<file path="src/rtl/multi_stream_fifo_bank.sv">
// ---------------------------------------------------------------------------
// multi_stream_fifo_bank
//
// Purpose:
//   A bank of LANES independent first-word-fall-through FIFOs. Each lane sits
//   directly behind one output of the broadcast splitter. The lane stores
//   {tlast, tuser, tdata} together. i_tready and o_tvalid are derived only
//   from the lane's registered pointers. A downstream consumer's tready
//   therefore never reaches back into the valid it is handshaking against.
//
// Ports:
//   clk        single clock for all lanes
//   reset_n    asynchronous reset, active-low (clears pointers only)
//   clear      synchronous flush of every lane, active-high
//   i_tdata    LANES x WIDTH input data, lane k at [WIDTH*k +: WIDTH]
//   i_tuser    LANES x USER_WIDTH input user bits, same packing
//   i_tlast    per-lane input last
//   i_tvalid   per-lane input valid
//   i_tready   per-lane input ready (~full)
//   o_tdata    LANES x WIDTH output data, same packing as i_tdata
//   o_tuser    LANES x USER_WIDTH output user bits
//   o_tlast    per-lane output last
//   o_tvalid   per-lane output valid (~empty)
//   o_tready   per-lane output ready from the consumer
//   occupancy  per-lane entry count, lane k at [(DEPTH_LOG2+1)*k +: DEPTH_LOG2+1]
// ---------------------------------------------------------------------------
module multi_stream_fifo_bank #(
  parameter int WIDTH      = 16,
  parameter int USER_WIDTH = 2,
  parameter int LANES      = 4,
  parameter int DEPTH_LOG2 = 2
) (
  input  logic                             clk,
  input  logic                             reset_n,
  input  logic                             clear,
  input  logic [WIDTH*LANES-1:0]           i_tdata,
  input  logic [USER_WIDTH*LANES-1:0]      i_tuser,
  input  logic [LANES-1:0]                 i_tlast,
  input  logic [LANES-1:0]                 i_tvalid,
  output logic [LANES-1:0]                 i_tready,
  output logic [WIDTH*LANES-1:0]           o_tdata,
  output logic [USER_WIDTH*LANES-1:0]      o_tuser,
  output logic [LANES-1:0]                 o_tlast,
  output logic [LANES-1:0]                 o_tvalid,
  input  logic [LANES-1:0]                 o_tready,
  output logic [(DEPTH_LOG2+1)*LANES-1:0]  occupancy
);

  localparam int DEPTH = 1 << DEPTH_LOG2;
  localparam int PW    = DEPTH_LOG2 + 1;
  localparam int EW    = WIDTH + USER_WIDTH + 1;

  for (genvar k = 0; k < LANES; k++) begin : g_lane
    logic [PW-1:0] wr_ptr_q, wr_ptr_d;
    logic [PW-1:0] rd_ptr_q, rd_ptr_d;
    logic [EW-1:0] mem_q [DEPTH];
    logic [EW-1:0] rd_word;
    logic          empty;
    logic          full;
    logic          push;
    logic          pop;

    // The pointers carry one extra wrap bit. Equal pointers mean empty.
    // Pointers with the same index but a different wrap bit mean full.
    assign empty = (wr_ptr_q == rd_ptr_q);
    assign full  = (wr_ptr_q[PW-1] != rd_ptr_q[PW-1]) &&
                   (wr_ptr_q[PW-2:0] == rd_ptr_q[PW-2:0]);

    // Handshakes qualify only against registered state. A pop in a full
    // cycle frees the slot on the next cycle, not in this one.
    assign push = i_tvalid[k] & ~full;
    assign pop  = o_tready[k] & ~empty;

    // Next pointer values. clear wins over any push or pop in the same cycle.
    always_comb begin
      wr_ptr_d = wr_ptr_q;
      rd_ptr_d = rd_ptr_q;
      if (clear) begin
        wr_ptr_d = '0;
        rd_ptr_d = '0;
      end else begin
        if (push) wr_ptr_d = wr_ptr_q + PW'(1);
        if (pop)  rd_ptr_d = rd_ptr_q + PW'(1);
      end
    end

    always_ff @(posedge clk or negedge reset_n) begin
      if (!reset_n) begin
        wr_ptr_q <= '0;
        rd_ptr_q <= '0;
      end else begin
        wr_ptr_q <= wr_ptr_d;
        rd_ptr_q <= rd_ptr_d;
      end
    end

    // Storage has no reset and is written only on an accepted push, so it can
    // map onto distributed RAM. The word offered during a clear is dropped.
    always_ff @(posedge clk) begin
      if (push && !clear) begin
        mem_q[wr_ptr_q[PW-2:0]] <= {i_tlast[k],
                                    i_tuser[USER_WIDTH*k +: USER_WIDTH],
                                    i_tdata[WIDTH*k +: WIDTH]};
      end
    end

    // First-word fall-through: the head entry is always on the outputs.
    assign rd_word = mem_q[rd_ptr_q[PW-2:0]];

    assign o_tdata[WIDTH*k +: WIDTH]           = rd_word[WIDTH-1:0];
    assign o_tuser[USER_WIDTH*k +: USER_WIDTH] = rd_word[WIDTH +: USER_WIDTH];
    assign o_tlast[k]                          = rd_word[EW-1];
    assign o_tvalid[k]                         = ~empty;
    assign i_tready[k]                         = ~full;
    assign occupancy[PW*k +: PW]               = wr_ptr_q - rd_ptr_q;
  end

endmodule

</file>
<file path="config.mk">
export PLATFORM = sky130hd
export DESIGN_NAME = multi_stream_fifo_bank
export DESIGN_NICKNAME = d
export VERILOG_FILES = /design/src/rtl/multi_stream_fifo_bank.sv
export SDC_FILE = /design/constraint.sdc
export NUM_CORES = 1
export LEC_CHECK = 0
export BUFFER_PORTS_ARGS = -buffer_cell sky130_fd_sc_hd__buf_2
export CORE_ASPECT_RATIO = 0.5
export CORE_MARGIN = 3
export CORE_UTILIZATION = 35
export DETAILED_ROUTE_END_ITERATION = 8
export PLACE_DENSITY_LB_ADDON = 0.25
export SYNTH_ARGS = -nofsm -noshare
export SYNTH_HDL_FRONTEND = slang
export SYNTH_SLANG_ARGS = --single-unit
</file>
<file path="constraint.sdc">
create_clock -name clk -period 2.85 [get_ports clk]
set_input_delay 0.1425 -clock clk [delete_from_list [all_inputs] [get_ports clk]]
set_output_delay 0.1425 -clock clk [all_outputs]
set_load 0.05 [all_outputs]
</file>
==> metrics.md <==
| Metric | Value |
|---|---|
| Outcome | `completed` |
| Die H | `143.2 um` |
| Levels on crit path | `5` |
| Setup bufs post-CTS | `0` |
| Worst hold-check path type | `in -> async` |
| Clock latency on the worst-skew pair | `0.57 ns` |
| Crit-path leading delay family | `simple AND/OR/NAND/NOR gates` |
| Vias in the first global route | `7734` |
| Mapped Area | `13180 um^2` |
| Total Negative Setup Slacks | `0 ns` |
| ANT cells | `0` |
| Final Hold Fails | `0` |
| Gpl congestion | `0.7591` |
| Vias | `7151` |
| Root buffer cell | `clkbuf_16` |
| Antenna violations before repair | `0` |
| Worst slew pin tran | `1.067 ns` |
| Rows | `49` |
| Non-Filler Instances | `1458` |
| Max Cap Viol | `0` |
| Cell accounting for the most synthesized area | `edfxtp_1` |
| Max stage delay on crit path | `0.87 ns` |
| Worst Setup EP | `g_lane[0].mem_q[1][11]$_DFFE_PP_` |
| GRT met3 Usage | `2.679%` |
| Clk slew on worst S/H paths | `0.07 ns` |
| RSZ-0062 raised after global routing | `no` |
| Critical Path Start Type | `register` |
| Fin util | `45.31%` |
| Vias per cell | `4.905` |
| Grt peak-use layer | `met2` |
| Met2 Use GR | `26.32%` |
| FF-to-FF End | `g_lane[0].mem_q[1][11]$_DFFE_PP_` |
| Clk sinks | `328` |
| Pleak | `5.882 nW` |
| Routed length per instance | `19.24 um` |
| Core ar. | `36540 um^2` |
| Total CTS buffers | `31` |
| Clock tree buffer depth | `3` |
| Count leader, synth | `edfxtp_1` |
| Area delta synth->final | `25.61%` |
| Nets | `1068` |
| GR Overflow Total | `0` |
| Initial Util | `36.07%` |
| Hpwl dp | `18040 um` |
| Placed cells | `1314` |
| Top cells by count, synth | `edfxtp_1 (304), mux4_2 (76), ha_1 (28)` |
| Final design area excluding fillers | `16560 um^2` |
| Critical path type | `reg -> reg` |
| Die X-Extent | `280.5 um` |
| Flops & latches, synth | `328` |
| DRT Pass-1 Iters | `4` |
| Syn nets | `773` |
| # IOs | `183` |
| Post-synthesis async set-or-reset flop share | `7.317%` |
| Post-synth EDFFs | `304` |
| Worst Path Max Fanout | `19` |
| Detailed Route WL | `28050 um` |
| Top post-synthesis cells by area | `edfxtp_1 (69%), mux4_2 (13%), dfrtp_1 (4.6%)` |
| H-tree levels | `1` |
| Final setup viols | `0` |
| Mapped Cells | `654` |
| Sequential share of the synthesized area | `73.81%` |
| Critical R2R Launch | `g_lane[0].wr_ptr_q[0]$_DFFE_PN0P_` |
| Placed inst area | `14730 um^2` |
| Post-layout min period | `2.439 ns` |
| Worst setup path start | `g_lane[0].wr_ptr_q[0]$_DFFE_PN0P_` |
| Top-area cell type share of the netlist area | `69.25%` |
| Worst path bufs/invs | `1` |
| Crit path cell chain | `inv_1, ha_1, nand2_1, or2_2, and3_1` |
| # port buffers | `182` |
| Crit end category | `register` |
| Worst endpoint required time | `3.03 ns` |
| Ys Warns | `0` |
| Die area | `40170 um^2` |
| R2R depth | `5` |
| PwrDens | `1013 nW/um^2` |
| Rel. slew slack | `28.88%` |
| Skew final | `0.02012 ns` |
| R2R setup slack | `0.41 ns` |
| Arrival time worst endpoint | `2.62 ns` |
| Fin crit share | `85.58%` |
| Post-DRT Antenna Nets | `0` |
| First-pass GRT wire length | `44020 um` |
| Worst vdd ir | `0.4436 mV` |
| FMAX | `0.4100 GHz` |
| Yosys cell types | `40` |
| Ys flop type | `edfxtp_1` |
| Iter 0 DRT Violations | `314` |
| Layout cell share with drive strength beyond 1 | `33.98%` |
| Met1 GRT Util | `17.08%` |
| Drt drc | `0` |
| Crit-path slowest cell | `and3_1` |
| Largest net degree at the start of global routing | `25` |
| Syn avg cell area | `20.16 um^2` |
| Slew Limit Fails | `0` |
| Overall Global Routing Usage | `14.10%` |
| TritonCTS clock tree | `done` |
==> cell families after synthesis <==
group,share of synthesized area [%]
adders and majority gates,3.265
and+or+nand+nor,5.344
xor gates and xnor gates,0.8449
muxes,13.07
AOI/OAI and AO/OA,2.250
DFF,73.81
buffers and inverters,1.414
==> routing by layer <==
metal,vias up,wire (um)
li1,3283,-
met1,3742,11450
met2,89,15250
met3,37,886
met4,0,459
met5,-,0
==> power by group <==
group | internal (mW) | switching, mW | total, mW
clock | 2.18 | 1.77 | 3.95
combinational | 1.97 | 4.87 | 6.84
sequential | 5.79 | 0.199 | 5.99
total | 9.95 | 6.83 | 16.8
==> sequential cells by signal (all words and copies together), names as in the netlist <==
name and count:
g_lane.mem_q 304, g_lane.rd_ptr_q 12, g_lane.wr_ptr_q 12
==> cell type report <==
| class | instances | area (um^2) |
|---|---|---|
| Clock buffer | 36 | 794.5 |
| Clock inverter | 22 | 172.7 |
| Fill cell | 3182 | 19980 |
| Inverter | 20 | 75.07 |
| Multi-Input combinational cell | 281 | 3266 |
| Sequential cell | 328 | 9729 |
| Tap cell | 484 | 605.6 |
| Timing Repair Buffer | 287 | 1914 |
==> what timing repair did <==
| item | in CTS | in global routing |
|---|---|---|
| endpoints found under the hold margin | 352 | 0 |
| setup endpoints to repair | 0 | 0 |
| hold buffers | 86 | 0 |
| gates resized for setup | 0 | 0 |
==> stage by stage <==
| stage | power (mW) | hold WS (ns) | setup WS, ns |
|---|---|---|---|
| CTS | 17.03 | 0.1344 | 0.3586 |
| finish | 16.78 | 0.1361 | 0.4109 |
| floorplan | 11.18 | -0.1531 | 0.3349 |
| global placement | 12.88 | 0.2137 | 0.4577 |
| detailed placement | 12.95 | 0.2091 | 0.3921 |
| global route | 17.60 | 0.1815 | 0.2494 |
==> worst min path at each step <==
stage / start / cells past startpoint / endpoint
final: reset_n / 2 / g_lane[3].rd_ptr_q[1]$_DFFE_PN0P_
after global routing: reset_n / 2 / g_lane[3].rd_ptr_q[1]$_DFFE_PN0P_
after CTS: reset_n / 2 / g_lane[3].rd_ptr_q[1]$_DFFE_PN0P_
after detailed placement: reset_n / 1 / g_lane[3].rd_ptr_q[1]$_DFFE_PN0P_
after floorplan: reset_n / 0 / g_lane[0].rd_ptr_q[0]$_DFFE_PN0P_
after global placement: reset_n / 1 / g_lane[3].rd_ptr_q[1]$_DFFE_PN0P_
==> placed cells by master, fill, tap and decap left out, drive strengths merged, types with 19 or more instances in the layout <==
cell,synthesis,layout
edfxtp,304,304
buf,12,201
dlygate4sd3,0,86
mux4,76,76
clkbuf,13,36
ha,28,28
nand3,27,27
dfrtp,24,24
nand2,21,21
inv,20,21
and3,19,19
Note: power is estimated with default switching activity, not from simulation.
